==> config.mk <==
export PLATFORM = sky130hd
export DESIGN_NAME = vx_tag_fill_ctrl_flat
export DESIGN_NICKNAME = d
export VERILOG_FILES = /design/src/rtl/vx_tag_fill_ctrl_pkg.sv /design/src/rtl/vx_tag_fill_ctrl_if.sv /design/src/rtl/vx_fill_fifo.sv /design/src/rtl/vx_tag_fill_ctrl.sv /design/src/flat_wrapper.sv
export SDC_FILE = /design/constraint.sdc
export NUM_CORES = 1
export LEC_CHECK = 0
export CELL_PAD_IN_SITES_DETAIL_PLACEMENT = 1
export CELL_PAD_IN_SITES_GLOBAL_PLACEMENT = 1
export CORE_ASPECT_RATIO = 1.5
export CORE_MARGIN = 10
export CORE_UTILIZATION = 43
export CTS_CLUSTER_DIAMETER = 50
export CTS_CLUSTER_SIZE = 28
export DETAILED_ROUTE_END_ITERATION = 7
export HOLD_SLACK_MARGIN = 0.02
export PLACE_DENSITY = 0.82
export RECOVER_POWER = 50
export SLEW_MARGIN = 20
export SYNTH_ARGS = -nofsm -noshare
export SYNTH_HDL_FRONTEND = slang
export SYNTH_SLANG_ARGS = --single-unit
==> constraint.sdc <==
create_clock -name clk -period 3 [get_ports clk]
set_input_delay 0.3 -clock clk [delete_from_list [all_inputs] [get_ports clk]]
set_output_delay 0.3 -clock clk [all_outputs]
set_load 0.05 [all_outputs]
==> src/rtl/vx_tag_fill_ctrl_pkg.sv <==
// Shared types and helpers for the tag fill/flush controller.
//   tag_ctrl_state_t  : controller state encoding (RST, INIT, IDLE, FLUSH)
//   line_select_bits  : number of line-select bits for a bank of a given size
package vx_tag_ctrl_pkg;

  typedef enum logic [1:0] {
    RST   = 2'd0,
    INIT  = 2'd1,
    IDLE  = 2'd2,
    FLUSH = 2'd3
  } tag_ctrl_state_t;

  function automatic int line_select_bits(input int lines);
    return (lines > 1) ? $clog2(lines) : 0;
  endfunction

endpackage

==> src/rtl/vx_tag_fill_ctrl_if.sv <==
// Handshake and tag-store write bundle of the tag fill/flush controller.
//   master : bank side (drives stall, flush request, memory fill response)
//   slave  : controller side (drives readies, tag writes, busy, flush_done)
interface vx_tag_fill_ctrl_if #(
  parameter int LINE_ADDR_WIDTH = 26
);
  logic                       stall;
  logic                       flush_req_valid;
  logic                       flush_req_ready;
  logic                       mrsp_valid;
  logic [LINE_ADDR_WIDTH-1:0] mrsp_addr;
  logic                       mrsp_ready;
  logic                       tag_fill;
  logic                       tag_flush;
  logic [LINE_ADDR_WIDTH-1:0] tag_addr;
  logic                       busy;
  logic                       flush_done;

  modport master (
    output stall, flush_req_valid, mrsp_valid, mrsp_addr,
    input  flush_req_ready, mrsp_ready, tag_fill, tag_flush, tag_addr, busy, flush_done
  );

  modport slave (
    input  stall, flush_req_valid, mrsp_valid, mrsp_addr,
    output flush_req_ready, mrsp_ready, tag_fill, tag_flush, tag_addr, busy, flush_done
  );
endinterface

==> src/rtl/vx_fill_fifo.sv <==
// Small power-of-two FIFO holding line addresses of pending tag fills.
//   push_i/push_data_i : enqueue (caller guarantees !full_o)
//   pop_i              : dequeue head (caller guarantees !empty_o)
//   head_o             : oldest entry, valid while !empty_o
//   full_o/empty_o     : occupancy flags from the registered count
module vx_fill_fifo #(
  parameter int DEPTH = 2,
  parameter int WIDTH = 26
) (
  input  logic             clk,
  input  logic             rst_n,
  input  logic             push_i,
  input  logic [WIDTH-1:0] push_data_i,
  input  logic             pop_i,
  output logic             full_o,
  output logic             empty_o,
  output logic [WIDTH-1:0] head_o
);
  localparam int PTR_W = $clog2(DEPTH);

  logic [WIDTH-1:0] mem_q [DEPTH];
  logic [PTR_W-1:0] wr_ptr_q, rd_ptr_q;
  logic [PTR_W:0]   count_q, count_d;

  assign full_o  = (count_q == (PTR_W+1)'(DEPTH));
  assign empty_o = (count_q == '0);
  assign head_o  = mem_q[rd_ptr_q];

  always_comb begin
    count_d = count_q;
    unique case ({push_i, pop_i})
      2'b10:   count_d = count_q + (PTR_W+1)'(1);
      2'b01:   count_d = count_q - (PTR_W+1)'(1);
      default: count_d = count_q;
    endcase
  end

  // Pointers wrap naturally because DEPTH is a power of two.
  always_ff @(posedge clk or negedge rst_n) begin
    if (!rst_n) begin
      wr_ptr_q <= '0;
      rd_ptr_q <= '0;
      count_q  <= '0;
    end else begin
      if (push_i) wr_ptr_q <= wr_ptr_q + PTR_W'(1);
      if (pop_i)  rd_ptr_q <= rd_ptr_q + PTR_W'(1);
      count_q <= count_d;
    end
  end

  // Storage carries data only; validity is tracked by the count.
  always_ff @(posedge clk) begin
    if (push_i) mem_q[wr_ptr_q] <= push_data_i;
  end

endmodule

==> src/rtl/vx_tag_fill_ctrl.sv <==
// Tag-store write driver for one cache bank.
// After reset it invalidates every line of the bank, then forwards memory fill
// responses as tag fills and runs full-bank invalidate walks on request.
//   clk, reset_n : clock, asynchronous active-low reset
//   bus (slave)  : stall, flush request, memory fill response, tag writes,
//                  busy and flush_done
module vx_tag_fill_ctrl
  import vx_tag_ctrl_pkg::*;
#(
  parameter int CACHE_ID        = 0,
  parameter int BANK_ID         = 0,
  parameter int LINES_PER_BANK  = 64,
  parameter int LINE_ADDR_WIDTH = 26,
  parameter int FILLQ_DEPTH     = 2
) (
  input logic               clk,
  input logic               reset_n,
  vx_tag_fill_ctrl_if.slave bus
);
  localparam int LINE_SELECT_BITS = line_select_bits(LINES_PER_BANK);
  // A one-line bank still needs a 1-bit counter that simply stays at 0.
  localparam int CNT_W = (LINE_SELECT_BITS > 0) ? LINE_SELECT_BITS : 1;

  if (CACHE_ID < 0 || BANK_ID < 0 || LINES_PER_BANK < 1 ||
      (LINES_PER_BANK & (LINES_PER_BANK - 1)) != 0 ||
      FILLQ_DEPTH < 2 || (FILLQ_DEPTH & (FILLQ_DEPTH - 1)) != 0) begin : g_bad_param
    $error("vx_tag_fill_ctrl: illegal parameter set");
  end

  tag_ctrl_state_t            state_q;
  logic [CNT_W-1:0]           cnt_q;
  logic [LINE_ADDR_WIDTH-1:0] last_addr_q;

  logic                       fq_push, fq_pop, fq_full, fq_empty;
  logic [LINE_ADDR_WIDTH-1:0] fq_head;
  logic                       walking, walk_last;

  logic                       tag_fill, tag_flush, busy, flush_done;
  logic [LINE_ADDR_WIDTH-1:0] tag_addr;

  assign walking   = (state_q == INIT) || (state_q == FLUSH);
  assign walk_last = walking && !bus.stall && (cnt_q == CNT_W'(LINES_PER_BANK - 1));

  // Readiness is taken from occupancy before any same-cycle pop.
  assign bus.mrsp_ready      = (state_q != RST) && !fq_full;
  assign bus.flush_req_ready = (state_q == IDLE) && fq_empty;

  assign fq_push = bus.mrsp_valid && bus.mrsp_ready;
  assign fq_pop  = (state_q == IDLE) && !fq_empty && !bus.stall;

  vx_fill_fifo #(
    .DEPTH (FILLQ_DEPTH),
    .WIDTH (LINE_ADDR_WIDTH)
  ) u_fill_fifo (
    .clk         (clk),
    .rst_n       (reset_n),
    .push_i      (fq_push),
    .push_data_i (bus.mrsp_addr),
    .pop_i       (fq_pop),
    .full_o      (fq_full),
    .empty_o     (fq_empty),
    .head_o      (fq_head)
  );

  always_ff @(posedge clk or negedge reset_n) begin
    if (!reset_n) begin
      state_q     <= RST;
      cnt_q       <= '0;
      last_addr_q <= '0;
    end else begin
      // Remember the last driven address so it can be held while idle.
      if (tag_fill || tag_flush) last_addr_q <= tag_addr;
      unique case (state_q)
        RST: state_q <= INIT;
        INIT, FLUSH: begin
          if (!bus.stall) begin
            if (walk_last) begin
              cnt_q   <= '0;
              state_q <= IDLE;
            end else begin
              cnt_q <= cnt_q + CNT_W'(1);
            end
          end
        end
        IDLE: if (bus.flush_req_valid && fq_empty) state_q <= FLUSH;
        default: state_q <= RST;
      endcase
    end
  end

  always_comb begin
    tag_fill   = 1'b0;
    tag_flush  = 1'b0;
    tag_addr   = last_addr_q;
    busy       = 1'b0;
    flush_done = 1'b0;
    unique case (state_q)
      RST: begin
        busy     = 1'b1;
        tag_addr = '0;
      end
      INIT, FLUSH: begin
        busy       = 1'b1;
        tag_flush  = 1'b1;
        tag_addr   = LINE_ADDR_WIDTH'(cnt_q);
        flush_done = walk_last;
      end
      IDLE: begin
        if (!fq_empty) begin
          tag_fill = 1'b1;
          tag_addr = fq_head;
        end
      end
      default: ;
    endcase
  end

  assign bus.tag_fill   = tag_fill;
  assign bus.tag_flush  = tag_flush;
  assign bus.tag_addr   = tag_addr;
  assign bus.busy       = busy;
  assign bus.flush_done = flush_done;

endmodule

==> src/flat_wrapper.sv <==
// flat-port wrapper written by rule: the top's interface ports become plain ports
module vx_tag_fill_ctrl_flat import vx_tag_ctrl_pkg::*;
#(
  parameter int CACHE_ID        = 0,
  parameter int BANK_ID         = 0,
  parameter int LINES_PER_BANK  = 64,
  parameter int LINE_ADDR_WIDTH = 26,
  parameter int FILLQ_DEPTH     = 2
)
  (clk, reset_n, bus_stall, bus_flush_req_valid, bus_mrsp_valid, bus_mrsp_addr, bus_flush_req_ready, bus_mrsp_ready, bus_tag_fill, bus_tag_flush, bus_tag_addr, bus_busy, bus_flush_done);
  vx_tag_fill_ctrl_if #(.LINE_ADDR_WIDTH(LINE_ADDR_WIDTH)) bus_i ();
  input logic clk;
  input logic reset_n;
  input wire logic [$bits(bus_i.stall)-1:0] bus_stall;
  input wire logic [$bits(bus_i.flush_req_valid)-1:0] bus_flush_req_valid;
  input wire logic [$bits(bus_i.mrsp_valid)-1:0] bus_mrsp_valid;
  input wire logic [$bits(bus_i.mrsp_addr)-1:0] bus_mrsp_addr;
  output wire logic [$bits(bus_i.flush_req_ready)-1:0] bus_flush_req_ready;
  output wire logic [$bits(bus_i.mrsp_ready)-1:0] bus_mrsp_ready;
  output wire logic [$bits(bus_i.tag_fill)-1:0] bus_tag_fill;
  output wire logic [$bits(bus_i.tag_flush)-1:0] bus_tag_flush;
  output wire logic [$bits(bus_i.tag_addr)-1:0] bus_tag_addr;
  output wire logic [$bits(bus_i.busy)-1:0] bus_busy;
  output wire logic [$bits(bus_i.flush_done)-1:0] bus_flush_done;
  assign bus_i.stall = bus_stall;
  assign bus_i.flush_req_valid = bus_flush_req_valid;
  assign bus_i.mrsp_valid = bus_mrsp_valid;
  assign bus_i.mrsp_addr = bus_mrsp_addr;
  assign bus_flush_req_ready = bus_i.flush_req_ready;
  assign bus_mrsp_ready = bus_i.mrsp_ready;
  assign bus_tag_fill = bus_i.tag_fill;
  assign bus_tag_flush = bus_i.tag_flush;
  assign bus_tag_addr = bus_i.tag_addr;
  assign bus_busy = bus_i.busy;
  assign bus_flush_done = bus_i.flush_done;
  vx_tag_fill_ctrl #(.CACHE_ID(CACHE_ID), .BANK_ID(BANK_ID), .LINES_PER_BANK(LINES_PER_BANK), .LINE_ADDR_WIDTH(LINE_ADDR_WIDTH), .FILLQ_DEPTH(FILLQ_DEPTH)) u_core (.clk(clk), .reset_n(reset_n), .bus(bus_i));
endmodule
==> results.md, run 1 <==
* Pre-CTS setup slack at 504 ps
* IO Count at 63
* Root Buffer Master: sky130_fd_sc_hd__clkbuf_16
* Most area-consuming cells after synthesis: sky130_fd_sc_hd__edfxtp_1 41%, sky130_fd_sc_hd__dfrtp_1 25%, sky130_fd_sc_hd__a21o_1 10%
* Upper clock frequency limit at 374 MHz
* Top cells by count, synth: 52 x sky130_fd_sc_hd__a21o_1, 52 x sky130_fd_sc_hd__edfxtp_1, 38 x sky130_fd_sc_hd__dfrtp_1, 27 x sky130_fd_sc_hd__mux2i_1, 21 x sky130_fd_sc_hd__nor3_1
* Leakage component of the power at 2.38 nW
* Total met3 wirelength after detailed routing at 370 µm
* Stage delay of the slowest cell on the critical path at 880 ps
* Worst rel slew slack at -43.5%
* Wirelength per Cell at 20.9 µm
* Number of global-route vias before repair at 2704
* DR vias at 2369
* Number of distinct library cell variants in the gate-level netlist after synthesis at 32
* Hold slack final at 479 ps
* Number of setup violations in the final report at 0
* Gate family responsible for the most delay along the worst path: buffers and inverters
* Post-route standard cell area excluding fillers at 5010 µm²
* Number of H-tree branching levels at 3
* Area share of the leading cell type in the synthesized netlist at 41.3%
* Fin. max-slew vios at 66
* Slew at the pin with the worst max-slew slack at 2150 ps
* Core area at 8520 µm²
* # resized after CTS at 0
* Wire length on met1 at 3.32 mm
* Initial cell density of the core at 44.4%
* Fraction of layout instances using a drive strength above 1 at 15.7%
* IR drop worst, VDD at 572 µV
* Detail-routed via count per cell at 5.40
* Antenna violations before repair at 0
* Period utilisation layout at 89.0%
* Number of enable flip-flop cells after synthesis at 52
* Number of core rows at 41
* Startpoint-to-endpoint class of the critical path: reg -> out
* Total placed instance area at 4720 µm²
* Total negative setup slack at 0 ps
* Max Root-Sink Buffers at 2
* Count of TritonRoute iterations in the first routing pass at 4
* Leftover overflow at the end of global routing at 0
* Power density of the placed cells at 756 nW/µm²
* TritonCTS clock tree: yes
* Yosys synthesis warning count at 0
* Critical path endpoint category: output port
* Relative area change from synthesis to final layout at 32.6%
* Critical path fanouts, max at 6
* Setup slack after layout at 329 ps
* Arrival time of the worst setup path at 2370 ps
* Clock Skew at 8.31 ps
* Async S/R FF share, synth at 42.2%
* Endpoints failing hold at 0
* Buffers inserted by post-CTS timing repair at 0
* Cells along the critical path: ha_1, nand2_1, nor3_1, clkdlybuf4s50_1
* Count of placed standard cells in the final layout, fillers left out at 439
* Category of the worst setup path launch point: flip-flop
* Placed insts at 423
* Synthesized flop and latch total at 90
* Total nets after synthesis at 298
* Global-route wire length before repair at 14.8 mm
* Top_reg_cell synth: sky130_fd_sc_hd__edfxtp_1
* Skew-Pair Late Insertion Delay at 340 ps
* Gate Count Post-Synth at 265
* Status: complete, but fails checks
* Number of nets with antenna violations after detailed routing at 0
* Post-route DRC violation count at 0
* Mean post-synth cell area at 14.3 µm²
* Port Buffers at 62
* Total global-route track usage at 15.1%
* Clock slew at reported path FFs at 70 ps
* Half-perimeter wire length after placement at 6.33 mm
* Cell taking the most area after synthesis: sky130_fd_sc_hd__edfxtp_1
* Detailed Route WL at 9.18 mm
* Die Footprint at 13000 µm²
* Final weighted congestion in routability-driven placement at 0.737
* Worst path required time at 2700 ps
* Largest net degree at the start of global routing at 39
* Max-capacitance violation count at 2
* RSZ-0062 raised after global routing: no
* Slowest cell on the critical path: sky130_fd_sc_hd__clkdlybuf4s50_1
* Routed wl met2 at 5.36 mm
* X dimension of the die at 96.6 µm
* Type of the tightest min-delay check: reg -> reg
* Number of clock sinks at 90
* Total number of nets in the final design at 360
* Post-Synthesis Cell Area at 3780 µm²
* Number of DRC markers in iteration 0 at 120
* Share of synthesized area occupied by flip-flops and latches at 66.5%
* Number of hold-repair buffers added at the cts stage at 0
* Top metal layer carrying routed signals: met4
* Die extent in y at 135 µm
* Buf+Inv Stages, Crit Path at 1
* Violated checks: max-capacitance violations, max-slew violations
* Final critical delay including setup and external delays at 2670 ps
* Count of antenna diodes in the layout at 0
* Num CTS Buffers at 9
state kept, by name, indices dropped and copies added (netlist names):
| register | flops |
|---|---|
| u_core.cnt_q | 6 |
| u_core.u_fill_fifo.wr_ptr_q | 1 |
| u_core.u_fill_fifo.mem_q | 52 |
| u_core.u_fill_fifo.rd_ptr_q | 1 |
| u_core.last_addr_q | 26 |
| u_core.u_fill_fifo.count_q | 2 |
| u_core.state_q | 2 |
per-stage QoR:
step / total power [mW] / utilization [%]
after floorplan: 2.31 / -
after global placement: 2.67 / 55.5
after detailed placement: 2.72 / 55.5
after CTS: 3.85 / 58.9
after global routing: 3.96 / 58.9
final: 3.79 / 58.9
cells in the final DEF, fill, tap and decap left out, types with 2 or more instances in the layout:
| cell type | instances |
|---|---|
| sky130_fd_sc_hd__buf_4 | 6 |
| sky130_fd_sc_hd__nor3_1 | 21 |
| sky130_fd_sc_hd__a21o_1 | 52 |
| sky130_fd_sc_hd__ha_1 | 2 |
| sky130_fd_sc_hd__nand3_1 | 2 |
| sky130_fd_sc_hd__clkdlybuf4s50_1 | 8 |
| sky130_fd_sc_hd__nand2_1 | 14 |
| sky130_fd_sc_hd__dfrtp_1 | 38 |
| sky130_fd_sc_hd__buf_12 | 27 |
| sky130_fd_sc_hd__xnor2_1 | 6 |
| sky130_fd_sc_hd__nor2_1 | 5 |
| sky130_fd_sc_hd__o21ai_0 | 3 |
| sky130_fd_sc_hd__a21oi_1 | 2 |
| sky130_fd_sc_hd__clkinvlp_4 | 2 |
| sky130_fd_sc_hd__dlygate4sd3_1 | 26 |
| sky130_fd_sc_hd__clkbuf_1 | 3 |
| sky130_fd_sc_hd__mux2i_1 | 27 |
| sky130_fd_sc_hd__edfxtp_1 | 52 |
| sky130_fd_sc_hd__o31ai_1 | 7 |
| sky130_fd_sc_hd__clkbuf_16 | 9 |
cells by family after synthesis:
| group | after synthesis | synth area share, % |
|---|---|---|
| XOR/XNOR | 7 | 1.62 |
| buffers and inverters | 19 | 3.64 |
| AO/OA/AOI/OAI | 68 | 13.3 |
| flip-flops | 90 | 66.5 |
| AND/OR/NAND/NOR | 52 | 7.12 |
| multiplexers | 27 | 7.15 |
| adder cells (fa/ha/maj) | 2 | 0.662 |
power by group:
group | internal, mW | switching, mW | leakage [nW]
Combinational | 0.366 | 0.559 | 1.27
Sequential | 1.60 | 0.146 | 0.972
Clock | 0.664 | 0.451 | 0.139
routing by layer:
layer / GRT usage, % / up-vias
li1: - / 1106
met1: 15.1 / 1206
met2: 27.7 / 45
met3: 4.05 / 12
met4: 6.73 / 0
met5: 0 / -
final timing paths:
kind | from | endpoint | slack, ps | cells past startpoint
hold / removal | u_core.last_addr_q[2] | u_core.last_addr_q[2] | 480 | 1
max in group asynchronous | reset_n | u_core.last_addr_q[13] | 1180 | 1
setup reg to reg | u_core.state_q[0] | u_core.u_fill_fifo.mem_q[1][7] | 420 | 3
hold reg to reg | u_core.last_addr_q[2] | u_core.last_addr_q[2] | 480 | 1
setup / recovery | u_core.cnt_q[1] | bus_flush_done | 330 | 4
min in group asynchronous | reset_n | u_core.last_addr_q[2] | 580 | 1
worst reg2reg max path, stage by stage, from the launching register on:
cell	delay, ps
sky130_fd_sc_hd__dfrtp_1	600
sky130_fd_sc_hd__o22a_1	260
sky130_fd_sc_hd__and3_1	150
sky130_fd_sc_hd__clkbuf_1	1160
final cells by class:
cell class	instances	area (µm²)
multi-input combinational	156	1130
clock inverter	5	53.8
sequential	90	2510
inverter	1	3.75
timing repair buffer	69	933
tap	107	134
clock buffer	11	243
fill	836	3500
No activity file was read; power rests on OpenSTA's default activity.
==> run 2: changes to the inputs <==
ABC_CLOCK_PERIOD_IN_PS = 3000   (was not set)
CORE_UTILIZATION = 44   (was 43)
PLACE_DENSITY = 0.83   (was 0.82)
SKIP_LAST_GASP = 1   (was not set)
SYNTH_HIERARCHICAL = 1   (was not set)
==> run 2 against run 1 <==
Against the previous run:
- the flow still finishes with violations (max-capacitance violations, max-slew violations)
- first-iteration DRC count shrank 4.2%
- register-to-register slack gained 160 ps
- sequential cell count unchanged
- non-clock buffer count up 3
- clock power hardly changed
- critical path depth is the same
- synthesized cell count increased by 15%
- maximum frequency up 1.7%
==> results.md, run 2 <==
* Relative area change from synthesis to final layout at 22.5%
* Startpoint-to-endpoint class of the critical path: reg -> out
* Gate Count Post-Synth at 306 (+15%)
* Endpoints failing hold at 0 (unchanged)
* Count of TritonRoute iterations in the first routing pass at 4 (unchanged)
* Number of enable flip-flop cells after synthesis at 52 (unchanged)
* Wirelength per Cell at 20.2 µm (-3.6%)
* Top_reg_cell synth: sky130_fd_sc_hd__edfxtp_1
* Count of placed standard cells in the final layout, fillers left out at 488 (+11%)
* Fraction of layout instances using a drive strength above 1 at 21.8% (+6.1 points)
* Port Buffers at 62 (unchanged)
* Worst rel slew slack at -44.8% (-1.3 points)
* Async S/R FF share, synth at 42.2% (unchanged)
* Global-route wire length before repair at 16.0 mm (+8.7%)
* Critical path endpoint category: output port
* Max FFs per register at 52 (unchanged)
* Max Root-Sink Buffers at 2 (unchanged)
* Category of the worst setup path launch point: flip-flop
* Wire length on met1 at 3.59 mm (+8.2%)
* RSZ-0062 raised after global routing: no
* Synthesized flop and latch total at 90 (unchanged)
* Top cells by count, synth: 52 x sky130_fd_sc_hd__edfxtp_1, 38 x sky130_fd_sc_hd__dfrtp_1, 28 x sky130_fd_sc_hd__nor2_1, 26 x sky130_fd_sc_hd__mux2i_1, 25 x sky130_fd_sc_hd__nand2b_1
* IO Count at 63 (unchanged)
* Largest net degree at the start of global routing at 39 (unchanged)
* Count of antenna diodes in the layout at 0 (unchanged)
* Number of core rows at 43 (+4.9%)
* Top metal layer carrying routed signals: met4
* Total negative setup slack at 0 ps (unchanged)
* Total nets after synthesis at 339 (+14%)
* Final weighted congestion in routability-driven placement at 0.754 (+2.3%)
* Core area at 9200 µm² (+8.0%)
* Yosys synthesis warning count at 6 (+6)
* Root Buffer Master: sky130_fd_sc_hd__clkbuf_16
* Die extent in y at 138 µm (+2.6%)
* Most repeated cell in the gate-level netlist after synthesis: sky130_fd_sc_hd__edfxtp_1
* Mean post-synth cell area at 13.4 µm² (-5.8%)
* Tot Pwr at 4.49 mW (+19%)
* Area share of the leading cell type in the synthesized netlist at 38.0% (-3.3 points)
* Number of setup violations in the final report at 0 (unchanged)
* Cell depth of the worst flop-to-flop path at 3 (unchanged)
* Cell taking the most area after synthesis: sky130_fd_sc_hd__edfxtp_1
* Pre-CTS setup slack at 765 ps (+262 ps)
* Clock slew at reported path FFs at 70 ps (about the same)
* Post-route standard cell area excluding fillers at 5030 µm² (+0.42%)
* Worst path required time at 2700 ps (about the same)
* Number of nets with antenna violations after detailed routing at 0 (unchanged)
* Number of clock sinks at 90 (unchanged)
* Placed insts at 472 (+12%)
* Skew-Pair Late Insertion Delay at 350 ps (about the same)
* TritonCTS clock tree: yes
* Slew at the pin with the worst max-slew slack at 2170 ps (+19.8 ps)
* Die Footprint at 13700 µm² (+5.1%)
* Power density of the placed cells at 892 nW/µm² (+18%)
* Register containing the most flip-flops in the final layout: u_core/u_fill_fifo/mem_q
* Slack of the worst reg-to-reg path at 580 ps (+160 ps)
* Total number of nets in the final design at 404 (+12%)
* Leftover overflow at the end of global routing at 0 (unchanged)
* # resized after CTS at 0 (unchanged)
* Number of hold-repair buffers added at the cts stage at 0 (unchanged)
* Total met3 wirelength after detailed routing at 361 µm (-2.4%)
* Number of cells on the worst hold path at 1 (unchanged)
* IR drop worst, VDD at 585 µV (+2.3%)
* Leading cell type in the layout, fill and taps excluded: sky130_fd_sc_hd__edfxtp_1
* Initial cell density of the core at 44.7% (+0.29 points)
* Leakage component of the power at 1.99 nW (-16%)
* Type of the tightest min-delay check: reg -> reg
* DR vias at 2577 (+8.8%)
* Biggest regs: u_core/u_fill_fifo/mem_q: 52 flops, u_core/last_addr_q: 26 flops, u_core/cnt_q: 6 flops
* Critical path fanouts, max at 20 (+14)
* Num CTS Buffers at 9 (unchanged)
* Hold slack final at 525 ps (+45.8 ps)
* Number of H-tree branching levels at 3 (unchanged)
* Number of distinct library cell variants in the gate-level netlist after synthesis at 33 (+3.1%)
* Fin. max-slew vios at 39 (-41%)
* Period utilisation layout at 87.5% (-1.5 points)
* Antenna violations before repair at 0 (unchanged)
* Setup slack after layout at 374 ps (+45.1 ps)
* Post-route DRC violation count at 0 (unchanged)
* Max-capacitance violation count at 1 (-1)
* X dimension of the die at 98.9 µm (+2.4%)
* Number of DRC markers in iteration 0 at 115 (-4.2%)
* Share of synthesized area occupied by flip-flops and latches at 61.1% (-5.3 points)
* Status: complete, but fails checks
* Final standard cell utilization of the core at 54.7% (-4.1 points)
* Final critical delay including setup and external delays at 2630 ps (-45.1 ps)
* Buffers inserted by post-CTS timing repair at 0 (unchanged)
* Post-Synthesis Cell Area at 4110 µm² (+8.7%)
* Clock Skew at 11.5 ps (+3.22 ps)
* Arrival time of the worst setup path at 2330 ps (-40 ps)
* Detail-routed via count per cell at 5.28 (-2.1%)
* Half-perimeter wire length after placement at 6.73 mm (+6.2%)
* Number of global-route vias before repair at 2968 (+9.8%)
* Total global-route track usage at 14.8% (-0.30 points)
* Routed wl met2 at 5.72 mm (+6.8%)
* Total placed instance area at 4790 µm² (+1.4%)
* Leading cell types in the layout, fill and taps excluded: 52 x sky130_fd_sc_hd__edfxtp_1, 37 x sky130_fd_sc_hd__dfrtp_1, 35 x sky130_fd_sc_hd__buf_4
* Violated checks: max-capacitance violations, max-slew violations
* Upper clock frequency limit at 381 MHz (+1.7%)
* Most area-consuming cells after synthesis: sky130_fd_sc_hd__edfxtp_1 38%, sky130_fd_sc_hd__dfrtp_1 23%, sky130_fd_sc_hd__mux2_4 6.9%
* Detailed Route WL at 9.84 mm (+7.2%)
run 2: changes by cell type after synthesis, moves of 8 or more:
cell / delta
sky130_fd_sc_hd__mux2_4: +19
sky130_fd_sc_hd__a21o_1: -52
sky130_fd_sc_hd__nor2_1: +22
sky130_fd_sc_hd__nand2_1: +8
sky130_fd_sc_hd__nand2b_1: +24
sky130_fd_sc_hd__nor3_1: -19
sky130_fd_sc_hd__o21ai_0: +19
sky130_fd_sc_hd__and2_1: +8
sky130_fd_sc_hd__mux2_2: +8
run 2: kinds of logic after synthesis:
| family | count (synthesis) | share of synthesized area (%) |
|---|---|---|
| xor+xnor | 7 | 1.49 |
| compound gates | 38 | 5.94 |
| fa+ha+maj | 2 | 0.609 |
| buf+inv | 22 | 3.56 |
| simple gates | 94 | 11.8 |
| mux | 53 | 15.5 |
| flops | 90 | 61.1 |
run 2: power by group:
group          internal (mW)  switching, mW
sequential              1.62          0.257
combinational          0.713          0.821
clock                  0.639          0.443
total                   2.97           1.52
run 2: layout make-up:
cell class	instances	area, µm²
clock buffers	12	236
multi-input cells	194	1440
fillers	906	4170
inverters	4	15.0
flip-flops and latches	90	2510
clock inverters	4	42.5
repair buffers	72	644
well taps	112	140
run 2: metal layers:
metal  vias to the layer above  global-route usage (%)
li1                       1212                       -
met1                      1308                    14.5
met2                        44                    28.0
met3                        13                    3.94
met4                         0                    5.98
met5                         -                       0
run 2: worst max-delay path, cell delays in order, from the launching register on:
cell	delay, ps
sky130_fd_sc_hd__dfrtp_1	710
sky130_fd_sc_hd__buf_4	300
sky130_fd_sc_hd__nand4_1	120
sky130_fd_sc_hd__nor3_1	620
sky130_fd_sc_hd__buf_12	220
run 2: final timing paths:
| path | start | end |
|---|---|---|
| min in group asynchronous | reset_n | u_core/u_fill_fifo/wr_ptr_q |
| hold reg to reg | u_core/u_fill_fifo/wr_ptr_q | u_core/u_fill_fifo/wr_ptr_q |
| setup / recovery | u_core/state_q[0] | bus_flush_done |
| max in group asynchronous | reset_n | u_core/u_fill_fifo/rd_ptr_q |
| hold / removal | u_core/u_fill_fifo/wr_ptr_q | u_core/u_fill_fifo/wr_ptr_q |
| setup reg to reg | u_core/state_q[0] | u_core/last_addr_q[17] |
